--- src/rtl/mips_regfile_arb_pkg.sv ---
// Shared types and constants for the register-file arbiter.
package mips_regfile_arb_pkg;

  localparam int REG_ADDR_W = 5;
  localparam int DATA_W     = 32;

  // Requester indices into the two-bit request/grant vectors
  localparam int REQ_A = 0;
  localparam int REQ_B = 1;

  typedef enum logic [1:0] {
    OPEN     = 2'd0,
    LOCKED_A = 2'd1,
    LOCKED_B = 2'd2
  } lock_state_t;

endpackage

--- src/rtl/mips_rr_arb2.sv ---
// Two-way picker: round-robin or fixed priority to A. The pointer flips
// to the loser after every grant. An external override lets the lock
// timeout hand the next turn to the starved side.
module mips_rr_arb2
  import mips_regfile_arb_pkg::*;
#(
  parameter int FIXED_PRIO_A = 0
) (
  input  logic       clk,
  input  logic       rst,
  input  logic [1:0] req,       // already masked by eligibility
  input  logic       ptr_set,   // override the pointer this edge
  input  logic       ptr_val,   // 0 = favour A, 1 = favour B
  output logic [1:0] gnt,
  output logic       ptr
);

  // Pick at most one requester
  always_comb begin
    gnt = 2'b00;
    if (req[REQ_A] && req[REQ_B]) begin
      if (FIXED_PRIO_A != 0 || !ptr) gnt[REQ_A] = 1'b1;
      else                           gnt[REQ_B] = 1'b1;
    end else begin
      gnt = req;
    end
  end

  // Pointer update: override first, else move away from the winner
  always_ff @(posedge clk or posedge rst) begin
    if (rst)               ptr <= 1'b0;
    else if (ptr_set)      ptr <= ptr_val;
    else if (gnt[REQ_A])   ptr <= 1'b1;
    else if (gnt[REQ_B])   ptr <= 1'b0;
  end

endmodule

--- src/rtl/mips_regfile_arbiter.sv ---
// Serialises requester A (datapath) and B (debug/loader) onto the single
// port of the register file: one two-register read or one write per
// cycle, with exclusive locking and a starvation timeout.
module mips_regfile_arbiter
  import mips_regfile_arb_pkg::*;
#(
  parameter int MAX_LOCK         = 64,
  parameter int FIXED_PRIO_A     = 0,
  parameter int ZERO_REG_PROTECT = 1
) (
  input  logic        clk,
  input  logic        rst,
  input  logic        a_req,
  input  logic        b_req,
  input  logic        a_we,
  input  logic        b_we,
  input  logic        a_lock,
  input  logic        b_lock,
  input  logic [4:0]  a_rs,
  input  logic [4:0]  a_rt,
  input  logic [4:0]  b_rs,
  input  logic [4:0]  b_rt,
  input  logic [4:0]  a_rd,
  input  logic [4:0]  b_rd,
  input  logic [31:0] a_wdata,
  input  logic [31:0] b_wdata,
  output logic        a_gnt,
  output logic        b_gnt,
  output logic        a_rvalid,
  output logic        b_rvalid,
  output logic [31:0] a_rdata1,
  output logic [31:0] a_rdata2,
  output logic [31:0] b_rdata1,
  output logic [31:0] b_rdata2,
  output logic [4:0]  rf_read_reg_1,
  output logic [4:0]  rf_read_reg_2,
  output logic [4:0]  rf_write_reg,
  output logic [31:0] rf_write_data,
  output logic        rf_reg_write,
  input  logic [31:0] rf_read_data_1,
  input  logic [31:0] rf_read_data_2,
  output logic        lock_timeout
);

  localparam int TW = (MAX_LOCK > 2) ? $clog2(MAX_LOCK) : 1;
  localparam logic [TW-1:0] TMAX = TW'(MAX_LOCK - 1);

  lock_state_t state, state_nx;
  logic [TW-1:0] timer, timer_nx;
  logic blk_a, blk_a_nx, blk_b, blk_b_nx;
  logic timeout_nx;
  logic ptr_set, ptr_val, ptr;
  logic elig_a, elig_b;
  logic [1:0] req_v, gnt;

  // Granted request fields
  logic                  sel_we;
  logic [REG_ADDR_W-1:0] sel_rs, sel_rt, sel_rd;
  logic [DATA_W-1:0]     sel_wdata;

  assign elig_a = (state != LOCKED_B);
  assign elig_b = (state != LOCKED_A);
  assign req_v  = {b_req & elig_b, a_req & elig_a};

  mips_rr_arb2 #(.FIXED_PRIO_A(FIXED_PRIO_A)) u_arb (
    .clk     (clk),
    .rst     (rst),
    .req     (req_v),
    .ptr_set (ptr_set),
    .ptr_val (ptr_val),
    .gnt     (gnt),
    .ptr     (ptr)
  );

  assign a_gnt = gnt[REQ_A];
  assign b_gnt = gnt[REQ_B];

  // Mux the winner's operation fields
  always_comb begin
    sel_we    = a_we;
    sel_rs    = a_rs;
    sel_rt    = a_rt;
    sel_rd    = a_rd;
    sel_wdata = a_wdata;
    if (b_gnt) begin
      sel_we    = b_we;
      sel_rs    = b_rs;
      sel_rt    = b_rt;
      sel_rd    = b_rd;
      sel_wdata = b_wdata;
    end
  end

  // Drive the register file; idle port shows zeros. A write to r0 is
  // still granted but never reaches the file when protection is on.
  always_comb begin
    rf_read_reg_1 = '0;
    rf_read_reg_2 = '0;
    rf_write_reg  = '0;
    rf_write_data = '0;
    rf_reg_write  = 1'b0;
    if (a_gnt || b_gnt) begin
      if (sel_we) begin
        rf_write_reg  = sel_rd;
        rf_write_data = sel_wdata;
        rf_reg_write  = !((ZERO_REG_PROTECT != 0) && (sel_rd == '0));
      end else begin
        rf_read_reg_1 = sel_rs;
        rf_read_reg_2 = sel_rt;
      end
    end
  end

  // Lock FSM next state, timer, block flags and timeout pointer override
  always_comb begin
    state_nx   = state;
    timer_nx   = timer;
    timeout_nx = 1'b0;
    ptr_set    = 1'b0;
    ptr_val    = 1'b0;
    // a block flag only survives while its owner keeps lock asserted
    blk_a_nx   = blk_a & a_lock;
    blk_b_nx   = blk_b & b_lock;
    case (state)
      OPEN: begin
        timer_nx = '0;
        if (a_gnt && a_lock && !blk_a)      state_nx = LOCKED_A;
        else if (b_gnt && b_lock && !blk_b) state_nx = LOCKED_B;
      end
      LOCKED_A: begin
        if (!a_lock) begin
          state_nx = OPEN;
          timer_nx = '0;
        end else if (timer == TMAX) begin
          state_nx   = OPEN;
          timer_nx   = '0;
          timeout_nx = 1'b1;
          blk_a_nx   = 1'b1;
          ptr_set    = 1'b1;
          ptr_val    = 1'(REQ_B);
        end else begin
          timer_nx = timer + 1'b1;
        end
      end
      LOCKED_B: begin
        if (!b_lock) begin
          state_nx = OPEN;
          timer_nx = '0;
        end else if (timer == TMAX) begin
          state_nx   = OPEN;
          timer_nx   = '0;
          timeout_nx = 1'b1;
          blk_b_nx   = 1'b1;
          ptr_set    = 1'b1;
          ptr_val    = 1'(REQ_A);
        end else begin
          timer_nx = timer + 1'b1;
        end
      end
      default: begin
        state_nx = OPEN;
        timer_nx = '0;
      end
    endcase
  end

  // Lock FSM state register
  always_ff @(posedge clk or posedge rst) begin
    if (rst) begin
      state        <= OPEN;
      timer        <= '0;
      blk_a        <= 1'b0;
      blk_b        <= 1'b0;
      lock_timeout <= 1'b0;
    end else begin
      state        <= state_nx;
      timer        <= timer_nx;
      blk_a        <= blk_a_nx;
      blk_b        <= blk_b_nx;
      lock_timeout <= timeout_nx;
    end
  end

  // Read response flags: the file registers read data, so the owner
  // sees it exactly one cycle after the grant
  always_ff @(posedge clk or posedge rst) begin
    if (rst) begin
      a_rvalid <= 1'b0;
      b_rvalid <= 1'b0;
    end else begin
      a_rvalid <= a_gnt & ~a_we;
      b_rvalid <= b_gnt & ~b_we;
    end
  end

  assign a_rdata1 = a_rvalid ? rf_read_data_1 : '0;
  assign a_rdata2 = a_rvalid ? rf_read_data_2 : '0;
  assign b_rdata1 = b_rvalid ? rf_read_data_1 : '0;
  assign b_rdata2 = b_rvalid ? rf_read_data_2 : '0;

endmodule

--- config.mk ---
export PLATFORM = sky130hd
export DESIGN_NAME = mips_regfile_arbiter
export DESIGN_NICKNAME = d
export VERILOG_FILES = /design/src/rtl/mips_regfile_arb_pkg.sv /design/src/rtl/mips_rr_arb2.sv /design/src/rtl/mips_regfile_arbiter.sv
export SDC_FILE = /design/constraint.sdc
export NUM_CORES = 1
export LEC_CHECK = 0
export BUFFER_PORTS_ARGS = -buffer_cell sky130_fd_sc_hd__buf_4
export CAP_MARGIN = 25
export CORE_AREA = 3 3 134 136
export CTS_BUF_LIST = sky130_fd_sc_hd__clkbuf_4 sky130_fd_sc_hd__clkbuf_8 sky130_fd_sc_hd__clkbuf_16
export DETAILED_ROUTE_END_ITERATION = 6
export DIE_AREA = 0 0 137 139
export PLACE_DENSITY = 0.45
export RECOVER_POWER = 50
export SETUP_SLACK_MARGIN = 0.2
export SLEW_MARGIN = 30
export SYNTH_ARGS = -nofsm -noshare
export SYNTH_HDL_FRONTEND = slang
export SYNTH_SLANG_ARGS = --single-unit
--- constraint.sdc ---
create_clock -name clk -period 3.2 [get_ports clk]
set_clock_uncertainty 0.2 [all_clocks]
set_input_delay 0.32 -clock clk [delete_from_list [all_inputs] [get_ports clk]]
set_output_delay 0.32 -clock clk [all_outputs]
set_load 0.005 [all_outputs]
==> results.sh, run 1 <==
export IMPL_grt_usage=0.1396
export IMPL_layout_cells_non_filler=930
export IMPL_final_util=0.3049
export IMPL_slew_violations=0
export IMPL_fillCellCount=1893
export IMPL_die_w_um=137
export IMPL_core_area_sq_um=17060
export IMPL_synth_seq_cells=14
export IMPL_timing_rr_start="state[1]"
export IMPL_pin_count=347
export IMPL_drive_gt1_frac=0.5177
export IMPL_synth_ff_type="dfrtp_1"
export IMPL_syn_inst=379
export IMPL_fin_crit_ns=2.843
export IMPL_period_share=0.8884
export IMPL_grt_pass1_vias=3848
export IMPL_regArea_sq_um=350.3
export IMPL_setup_viol=0
export IMPL_dp_cells=926
export IMPL_powerDensity_nw_per_um2=371.8
export IMPL_post_place_ws_ns=0.5911
export IMPL_cp_arrival_ns=2.32
export IMPL_insertion_delay_ns=0.24
export IMPL_crit_path_cell_trace="inv_1 -> ha_1 -> nor2b_4 -> a21o_4 -> inv_2 -> a22oi_2 -> buf_4 -> a21oi_1 -> buf_4"
export IMPL_ant_nets=0
export IMPL_firstDrtPassIters=4
export IMPL_area_delta_synth_final_pct=115.8
export IMPL_path_max_fanout=38
export IMPL_crit_end="rf_write_data[11]"
export IMPL_io_buffers=346
export IMPL_cts_path_max_buffers=2
export IMPL_ir_worst_vdd_uv=271.2
export IMPL_outcome="completed"
export IMPL_fp_dieH_um=139
export IMPL_worst_slack_ns=0.3571
export IMPL_critPathLaunchType="flip-flop"
export IMPL_numCtsBuffers=3
export IMPL_vias_per_cell=4.024
export IMPL_drc_errors=0
export IMPL_cp_required_ns=2.68
export IMPL_crit_type="reg -> out"
export IMPL_ys_seq_area_frac=0.1454
export IMPL_grt_start_max_net_pins=66
export IMPL_synthArstFlopShare=1.000
export IMPL_dp_hpwl_um=12790
export IMPL_worst_path_largest_cell_delay_ns=0.47
export IMPL_antenna_cells=0
export IMPL_cp_end_kind="output port"
export IMPL_gp_congestion=0.9662
export IMPL_yosysWarnings=0
export IMPL_htreeDepth=1
export IMPL_num_vias=3742
export IMPL_synth_edf_count=0
export IMPL_synth_area_per_cell_sq_um=6.358
export IMPL_hold_path_class="in -> reg"
export IMPL_cts_tree="built"
export IMPL_rr_endpoint="state[1]"
export IMPL_rsz0062_at_grt="no"
export IMPL_crit_top_cell="buf_4"
export IMPL_cts_setup_buffers=0
export IMPL_r2r_slack_ns=1.21
export IMPL_antenna_found_initial=0
export IMPL_slew_headroom=0.3199
export IMPL_root_buffer="clkbuf_16"
export IMPL_final_cell_mix="buf_4 (308), nand2_1 (98), and2_1 (93)"
export IMPL_rows=48
export IMPL_p_leak_uw=0.002720
export IMPL_nNetsFinal=878
export IMPL_synth_area_sq_um=2410
export IMPL_worstRegToRegCells=6
export IMPL_finalWirelength_um=14740
export IMPL_cts_sinks=14
export IMPL_slowest_stage="buf_4"
export IMPL_final_common_cell="buf_4"
export IMPL_max_cap_violations=0
export IMPL_wl_per_cell_um=15.85
export IMPL_synth_nets=550
export IMPL_ys_types=37
export IMPL_fmax_ghz=0.3518
export IMPL_clk_pin_slew_worst_paths_ns=0.05
export IMPL_start_util=0.1413
export IMPL_hold_violations=0
export IMPL_startpoint="state[1]"
export IMPL_setup_tns_ns=0
export IMPL_multiInputGateArea_sq_um=1873
export IMPL_gr_total_overflow=0
export IMPL_worst_pin_slew_ns=1.020
export IMPL_drt_iter0_drc=149
export IMPL_grt_pass1_wl_um=21190
export IMPL_die_area_sq_um=19040
where the power goes:
group          switching, uW  leakage [uW]  internal (uW)
Clock                   72.2     0.0000370            164
Combinational            732       0.00249            736
Sequential              28.8      0.000190            201
Total                    833       0.00272           1100
worst min-delay path by stage:
stage          startpoint      endpoint  slack, ns  depth (start not counted)
6_report             a_we      a_rvalid       0.05                          2
5_1_grt              a_we      a_rvalid       0.05                          2
4_1_cts              a_we      a_rvalid       0.05                          2
3_5_place_dp          rst  lock_timeout       0.24                          2
3_3_place_gp          rst  lock_timeout       0.22                          2
2_1_floorplan         rst      a_rvalid      0.009                          1
worst max-delay path, delay by kind of cell (launching register included):
family / cells / cell delay, ns
AOI/OAI and AO/OA: 3 / 0.44
adders and majority gates: 1 / 0.27
buffers and inverters: 4 / 0.78
DFF: 1 / 0.37
and+or+nand+nor: 1 / 0.20
stage by stage:
stage / instance area, sq um / hold WS, ns / power [uW]
floorplan: 2410 / 0.009219 / 949.3
CTS: 5269 / 0.04682 / 1992
detailed placement: 5184 / 0.2391 / 1748
global placement: 5184 / 0.2154 / 1744
global route: 5201 / 0.05392 / 2106
finish: 5201 / 0.05170 / 1934
Yosys cell counts (3+ instances only):
cell / count / area share
nand2_1: 98 / 0.15
nor2_1: 10 / 0.016
dfrtp_1: 14 / 0.15
buf_2: 6 / 0.012
a21oi_2: 20 / 0.073
ha_1: 5 / 0.026
and2_1: 130 / 0.34
buf_6: 3 / 0.014
inv_1: 8 / 0.012
nor3_1: 3 / 0.0062
xnor2_1: 3 / 0.011
clkbuf_1: 19 / 0.030
a21oi_1: 30 / 0.062
layout make-up:
| type | count | share of cell area |
|---|---|---|
| timing repair buffer | 353 | 0.4968 |
| multi-input combinational | 325 | 0.3601 |
| sequential | 14 | 0.06736 |
| tap | 225 | 0.05413 |
| clock buffer | 3 | 0.01443 |
| inverter | 10 | 0.007217 |
state kept, by name, indices dropped and copies added (netlist names):
signal and count:
state 2, timer 6, lock_timeout 1, blk_b 1, b_rvalid 1, a_rvalid 1, u_arb.ptr 1, blk_a 1
cells by family (layout without fill, tap and decap cells):
family	after synthesis	count (layout)	share of synthesized area
AND/OR/NAND/NOR	253	253	0.5493
AO/OA/AOI/OAI	63	63	0.1869
buffers and inverters	40	366	0.07788
flip-flops	14	14	0.1454
adder cells (fa/ha/maj)	5	5	0.02596
XOR/XNOR	4	4	0.01454
metal layers:
metal	global-route usage	wire, um
met5	0	0
met1	0.1459	5143
met2	0.2721	7803
met3	0.03592	1541
met4	0.03256	257
timing repair:
item,in CTS,in global routing
endpoints found under the hold margin,14,0
gates resized for setup,0,2
setup endpoints to repair,0,25
hold buffers,1,0
(Power assumes the default switching activity.)
==> inputs of run 2 (changes only) <==
Settings changed: MAX_ROUTING_LAYER set to met4.
==> results.sh, run 2 (synthesis results as in run 1) <==
export IMPL_post_place_ws_ns=0.6299
export IMPL_vias_per_cell=4.092
export IMPL_final_common_cell="buf_4"
export IMPL_setup_viol=0
export IMPL_ant_nets=0
export IMPL_final_area_sq_um=5207
export IMPL_insertion_delay_ns=0.24
export IMPL_start_util=0.1413
export IMPL_antenna_cells=0
export IMPL_die_w_um=137
export IMPL_cp_arrival_ns=2.28
export IMPL_switchingPower_uw=834.3
export IMPL_p_leak_uw=0.002728
export IMPL_dp_cells=926
export IMPL_core_area_sq_um=17060
export IMPL_cts_path_max_buffers=2
export IMPL_rsz0062_at_grt="no"
export IMPL_top_regs="timer x6, state x2"
export IMPL_wl_per_cell_um=16.10
export IMPL_firstDrtPassIters=5
export IMPL_top_register="timer"
export IMPL_netSwitchingFraction=0.4307
export IMPL_dp_hpwl_um=12890
export IMPL_root_buffer="clkbuf_16"
export IMPL_largest_register_ffs=6
export IMPL_seq_power_share=0.119
export IMPL_clk_pin_slew_worst_paths_ns=0.04
export IMPL_cts_setup_buffers=0
export IMPL_p_comb_frac=0.760
export IMPL_finalWirelength_um=14970
export IMPL_io_buffers=346
export IMPL_fin_crit_ns=2.804
export IMPL_num_vias=3806
export IMPL_htreeDepth=1
export IMPL_cp_end_kind="output port"
export IMPL_grt_usage=0.1454
export IMPL_cp_required_ns=2.68
export IMPL_die_area_sq_um=19040
export IMPL_rows=48
export IMPL_gp_congestion=0.9921
export IMPL_crit_type="reg -> out"
export IMPL_numCtsBuffers=3
export IMPL_r2r_slack_ns=1.20
export IMPL_place_area_sq_um=5184
export IMPL_drc_errors=0
export IMPL_path_max_fanout=48
export IMPL_layout_cells_non_filler=930
export IMPL_grt_pass1_vias=3871
export IMPL_nNetsFinal=878
export IMPL_max_cap_violations=0
export IMPL_area_delta_synth_final_pct=116.1
export IMPL_slew_headroom=0.3424
export IMPL_fp_dieH_um=139
export IMPL_ir_worst_vdd_uv=173.8
export IMPL_holdWs_ns=0.06295
export IMPL_period_share=0.8763
export IMPL_slew_violations=0
export IMPL_outcome="completed"
export IMPL_final_cell_mix="buf_4 (308), nand2_1 (98), and2_1 (93)"
export IMPL_worst_slack_ns=0.3957
export IMPL_gr_total_overflow=0
export IMPL_fillCellCount=1898
export IMPL_antenna_found_initial=0
export IMPL_hold_violations=0
export IMPL_worst_pin_slew_ns=0.9863
export IMPL_setup_tns_ns=0
export IMPL_powerDensity_nw_per_um2=372.0
export IMPL_grt_start_max_net_pins=66
export IMPL_drt_iter0_drc=119
export IMPL_drive_gt1_frac=0.5191
export IMPL_clock_power_share=0.121
export IMPL_critPathLaunchType="flip-flop"
export IMPL_cts_sinks=14
export IMPL_cts_tree="built"
export IMPL_p_int_uw=1103
export IMPL_fmax_ghz=0.3566
export IMPL_pin_count=347
export IMPL_hold_path_class="in -> reg"
export IMPL_grt_pass1_wl_um=21330
## run 2: power groups by stage
stage          clock network (uW)  registers, uW  logic (uW)
3_5_place_dp                    0            233        1510
2_1_floorplan                   0            228         721
4_1_cts                       237            232        1520
6_report                      233            231        1470
5_1_grt                       245            236        1620
3_3_place_gp                    0            231        1510
## run 2: worst paths after layout
path,cells after the start,end,from
worst max-delay path,8,rf_write_data[6],state[0]
worst min-delay path,2,b_rvalid,b_we
worst max register to register,6,state[1],state[0]
worst min register to register,1,timer[0],timer[0]
max in group asynchronous,3,state[1],rst
min in group asynchronous,3,timer[3],rst
## run 2: cell type report
cell class | count | area [sq um] | area share
Multi-Input combinational cell | 325 | 1872 | 0.3594
Timing Repair Buffer | 353 | 2591 | 0.4976
Inverter | 10 | 37.54 | 0.007208
Sequential cell | 14 | 350.3 | 0.06728
Tap cell | 225 | 281.5 | 0.05406
Clock buffer | 3 | 75.07 | 0.01442
## run 2: per-layer routing
layer / GRT usage / vias up / share of wire
li1: - / 1851 / -
met1: 0.1529 / 1686 / 0.36
met2: 0.2721 / 246 / 0.53
met3: 0.02721 / 23 / 0.089
met4: 0.04044 / 0 / 0.025
met5: - / - / 0
## run 2: critical path: stages (launching register included)
cell	delay [ns]
dfrtp_1	0.40
inv_1	0.08
ha_1	0.24
nand2b_4	0.19
o21ai_4	0.18
buf_4	0.45
nand2_1	0.12
a21oi_1	0.20
buf_4	0.14
## run 2: repair_timing
action                                 in CTS  in global routing
resized for setup                           0                  1
endpoints found under the hold margin      14                  0
hold buffers                                1                  0
setup endpoints to repair                   0                  3
## run 2: through the flow
step / utilization / total power [uW]
after floorplan: - / 949.3
after global placement: 0.3039 / 1744
after detailed placement: 0.3039 / 1744
after CTS: 0.3089 / 1987
after global routing: 0.3053 / 2103
final: 0.3053 / 1937
